File: config.mk
export PLATFORM = sky130hd
export DESIGN_NAME = systolic_feeder
export DESIGN_NICKNAME = d
export VERILOG_FILES = /design/src/rtl/systolic_feeder.sv
export SDC_FILE = /design/constraint.sdc
export NUM_CORES = 1
export LEC_CHECK = 0
export BUFFER_PORTS_ARGS = -buffer_cell sky130_fd_sc_hd__buf_2
export CORE_MARGIN = 10
export CORE_UTILIZATION = 50
export CTS_BUF_LIST = sky130_fd_sc_hd__clkbuf_8
export DETAILED_ROUTE_END_ITERATION = 10
export PLACE_DENSITY = 0.75
export SYNTH_ARGS = -nofsm -noshare
export SYNTH_HDL_FRONTEND = slang
export SYNTH_SLANG_ARGS = --single-unit
File: constraint.sdc
create_clock -name clk_i -period 1.4 [get_ports clk_i]
set_input_delay 0 -clock clk_i [delete_from_list [all_inputs] [get_ports clk_i]]
set_output_delay 0 -clock clk_i [all_outputs]
set_load 0.03 [all_outputs]
File: src/rtl/systolic_feeder.sv
// Skewed edge feeder for the systolic PE array: lane i lags lane 0 by i cycles, with a per-lane tile clear.
// Optional build macro FEEDER_BUBBLE_CHECK_EN adds a sticky err_o for input bubbles inside a tile.
//
//  state  | meaning
//  IDLE   | no tile in flight; next accepted beat is the tile's first (clear)
//  STREAM | mid-tile; accepting beats until one carries in_last_i
//  DRAIN  | last beat taken; input held off while the skew registers empty
`ifndef DATA_WIDTH
`define DATA_WIDTH 16
`endif

module systolic_feeder #(
    parameter int LANES      = 4,
    parameter int DATA_WIDTH = `DATA_WIDTH
) (
    input  logic                        clk_i,
    input  logic                        rst_ni,
    input  logic                        in_valid_i,
    output logic                        in_ready_o,
    input  logic                        in_last_i,
    input  logic [LANES*DATA_WIDTH-1:0] in_data_i,
    output logic [LANES*DATA_WIDTH-1:0] data_o,
    output logic [LANES-1:0]            clear_o,
    output logic                        busy_o,
    output logic                        tile_done_o,
    output logic                        err_o
);

    localparam int CNT_W = (LANES > 1) ? $clog2(LANES) : 1;

    typedef enum logic [1:0] {
        IDLE   = 2'd0,
        STREAM = 2'd1,
        DRAIN  = 2'd2
    } state_t;

    state_t             state_q, state_d;
    logic [CNT_W-1:0]   cnt_q, cnt_d;
    logic               accept;
    logic               first;
    logic [LANES-1:0]   last_sr;

    assign in_ready_o = (state_q != DRAIN);
    assign busy_o     = (state_q != IDLE);
    assign accept     = in_valid_i && in_ready_o;
    assign first      = (state_q == IDLE);

    always_ff @(posedge clk_i or negedge rst_ni) begin
        if (!rst_ni) begin
            state_q <= IDLE;
            cnt_q   <= '0;
        end else begin
            state_q <= state_d;
            cnt_q   <= cnt_d;
        end
    end

    // Counter holds LANES-1 on DRAIN entry; DRAIN ends once it would tick to 0.
    always_comb begin
        state_d = state_q;
        cnt_d   = cnt_q;
        case (state_q)
            IDLE, STREAM: begin
                if (accept) begin
                    if (in_last_i) begin
                        if (LANES > 1) begin
                            state_d = DRAIN;
                            cnt_d   = CNT_W'(LANES - 1);
                        end else begin
                            state_d = IDLE;
                        end
                    end else begin
                        state_d = STREAM;
                    end
                end
            end
            DRAIN: begin
                if (cnt_q == CNT_W'(1)) begin
                    state_d = IDLE;
                    cnt_d   = '0;
                end else begin
                    cnt_d = cnt_q - CNT_W'(1);
                end
            end
            default: begin
                state_d = IDLE;
                cnt_d   = '0;
            end
        endcase
    end

    // Triangular skew array: lane i is an (i+1)-deep register chain.
    for (genvar i = 0; i < LANES; i++) begin : g_lane
        logic [DATA_WIDTH-1:0] d_sr [i+1];
        logic [i:0]            c_sr;

        always_ff @(posedge clk_i or negedge rst_ni) begin
            if (!rst_ni) begin
                for (int j = 0; j <= i; j++) begin
                    d_sr[j] <= '0;
                end
                c_sr <= '0;
            end else begin
                d_sr[0] <= accept ? in_data_i[i*DATA_WIDTH +: DATA_WIDTH] : '0;
                c_sr[0] <= accept && first;
                for (int j = 1; j <= i; j++) begin
                    d_sr[j] <= d_sr[j-1];
                    c_sr[j] <= c_sr[j-1];
                end
            end
        end

        assign data_o[i*DATA_WIDTH +: DATA_WIDTH] = d_sr[i];
        assign clear_o[i]                         = c_sr[i];
    end

    always_ff @(posedge clk_i or negedge rst_ni) begin
        if (!rst_ni) begin
            last_sr <= '0;
        end else begin
            last_sr[0] <= accept && in_last_i;
            for (int j = 1; j < LANES; j++) begin
                last_sr[j] <= last_sr[j-1];
            end
        end
    end

    assign tile_done_o = last_sr[LANES-1];

`ifdef FEEDER_BUBBLE_CHECK_EN
    logic err_q;

    always_ff @(posedge clk_i or negedge rst_ni) begin
        if (!rst_ni) begin
            err_q <= 1'b0;
        end else if (state_q == STREAM && !in_valid_i) begin
            err_q <= 1'b1;
        end
    end

    assign err_o = err_q;
`else
    assign err_o = 1'b0;
`endif

endmodule

==> flow_summary.ini <==
[outcome]
status = complete, no violations

[final_layout]
fillCellCount = 698
drive_above_1_share_pct = 36.8
final_area_um2 = 7020
final_core_util_pct = 67.7
area_delta_synth_final_pct = 31.0
finalNetCount = 561

[floorplan]
die_area_um2 = 15300
die_w_um = 124
initial_core_util_pct = 51.7
core-area_um2 = 10400
fp-row-count = 37
num_io_pins = 140
fp.dieH_um = 124

[grt]
grt_pass1_vias = 3184
grt_use_total_pct = 14.4
antenna_found_initial = 2
grt-ovfl-total = 0
grt_first_pass_wirelength_mm = 16.8
grt_max_degree = 52

[sta]
tns_ns = 0
hold_violations = 0
finalClockSkew_ns = 0.0111
slew_violations = 0
worst_slack_ns = 0.0888
rsz0062_at_grt = false
setup_violations = 0
max_freq_ghz = 0.763
min_period_ns = 1.31
fin_crit_sh_pct = 93.7

[clock_tree]
cts.sinks = 172
cts_buffers = 17
cts.clk_slew.worst_paths_ns = 0.09
cts_tree = yes
clockRootBuffer = clkbuf_8
clk-insertion-delay-late_ns = 0.43
cts.path.max_buffers = 2
cts_max_level = 4

[logic_synthesis]
syn_area_per_cell_um2 = 16.8
ys_seq_area_share_pct = 80.3
synth_warnings = 0
ys_seq_elements = 172
synthDistinctLibCells = 19
syn_area_um2 = 5360
postSynthCellCount = 319
synth_fp_nets = 388

[detailed_routing]
wl_per_cell_um = 16.3
ant_nets = 0
viasPerCell = 4.41
firstDrtPassIters = 4
wl_mm = 10.5
post-route-drc-count = 0
drt_iter0_drc = 215
dr_total_vias = 2843

[power_and_ir_drop]
pwr-share-comb_pct = 18.1
power_leakage_nw = 3.57
switchingPower_mw = 3.17
p_total_mw = 11.2
clkPwrFrac_pct = 29.8
p_int_mw = 8.00
p_per_area_nw_per_um2 = 1590
seqPwrFrac_pct = 52.1
ir_worst_vdd_uv = 1150
switching_share_pct = 28.4

[worst_setup_path]
critPathLaunchType = flop
crit_fanout = 3
path_class = flop to output pin
cp.arrival_ns = 1.31
required_ns = 1.40
reg2reg_slack_ns = 0.18
end_kind = output pin

[worst_hold_path]
hold_path.class = primary input to asynchronous set/reset pin

[placement]
port_buffers = 138
pre_cts_ws_ns = 0.195
hpwl_mm = 6.66
place_area_um2 = 5910
place_congestion = 0.724

[flow_run]
maxCapViolCount = 0
==> layout by cell type (no fill, tap or decap), types with 2 or more instances in the layout <==
cell	netlist	routed
dfrtp_1	172	171
buf_6	2	3
dlygate4sd3_1	0	67
nor3b_1	64	64
buf_4	52	7
buf_2	9	135
nor2_1	3	3
inv_1	3	4
buf_12	0	5
diode_2	0	3
a21oi_1	2	2
a211oi_1	2	2
inv_6	0	2
clkbuf_8	0	18
clkinvlp_4	0	6
bufinv_16	0	2
==> sequential cells by signal, summed over array words and instances, names as in the netlist <==
signal,cells
g_lane.d_sr,112
cnt_q,2
g_lane.c_sr,4
data_o,48
state_q,2
last_sr,4
==> worst paths after layout <==
kind	depth (start not counted)	end	startpoint
max	4	in_ready_o	state_q[0]
min	2	data_o[34]	rst_ni
max reg2reg	4	g_lane[3].d_sr[56]	state_q[1]
min reg2reg	0	last_sr[1]	last_sr[0]
max in group asynchronous	3	g_lane[1].d_sr[22]	rst_ni
min in group clk_i	3	state_q[0]	in_last_i
==> logic make-up after synthesis <==
family | after synthesis | synth area share [%]
flops | 172 | 80.3
simple gates | 72 | 9.89
buf+inv | 67 | 8.82
compound gates | 6 | 0.723
fa+ha+maj | 1 | 0.233
other cells | 1 | 0.0699
==> critical path, stage by stage, from the launching register on <==
cell and delay [ns]:
dfrtp_1 0.43, nor2b_4 0.18, buf_8 0.11, inv_1 0.04, buf_6 0.13
==> metal layers <==
metal	up-vias	GRT usage, %	wire length (um)
met5	-	0	0
met4	0	5.53	153
met3	13	6.29	886
met1	1415	16.7	4100
met2	83	23.4	5350
li1	1332	-	-
==> metrics by stage <==
step,hold slack (ns),cells
final,0.0581,644
after detailed placement,-0.0379,539
after global routing,0.0585,643
after global placement,-0.0490,539
after CTS,0.0563,641
after floorplan,-0.296,319
==> power groups by stage <==
stage          Combinational, mW  Clock [mW]  Sequential [mW]
6_report                    2.02        3.33             5.82
5_1_grt                     2.19        3.65             5.89
4_1_cts                     2.00        3.43             5.82
3_5_place_dp                1.76           0             5.94
3_3_place_gp                1.73           0             5.89
2_1_floorplan               1.21           0             6.04
==> repair_timing <==
action                                  CTS  global route
endpoints found under the setup margin    2             2
hold endpoints to repair                241             0
hold buffers                             67             0
cloned                                    0             0
gates resized for setup                   3             7
buffers inserted                          3             0
==> final cells by class <==
type	instances	area [um2]	share of cell area [%]
antenna	3	7.51	0.107
clock buffer	18	248	3.53
clock inverter	14	146	2.08
inverter	3	11.3	0.160
multi-input combinational	80	588	8.37
sequential	172	4310	61.3
tap	136	170	2.42
timing repair buffer	218	1550	22.0
==> cell usage after synthesis (all sizes together) <==
master / count / share of area [%]
conb: 1 / 0.070
buf: 63 / 8.5
nor2b: 1 / 0.26
nand2: 1 / 0.070
or3: 1 / 0.12
a211oi: 2 / 0.28
or3b: 1 / 0.16
nor3b: 64 / 9.0
clkbuf: 1 / 0.070
o2bb2ai: 1 / 0.16
ha: 1 / 0.23
nor2: 3 / 0.21
dfrtp: 172 / 80
or2: 1 / 0.12
o21ai: 1 / 0.093
inv: 3 / 0.21
a21oi: 2 / 0.19
Power figures use the tool's default switching activity.
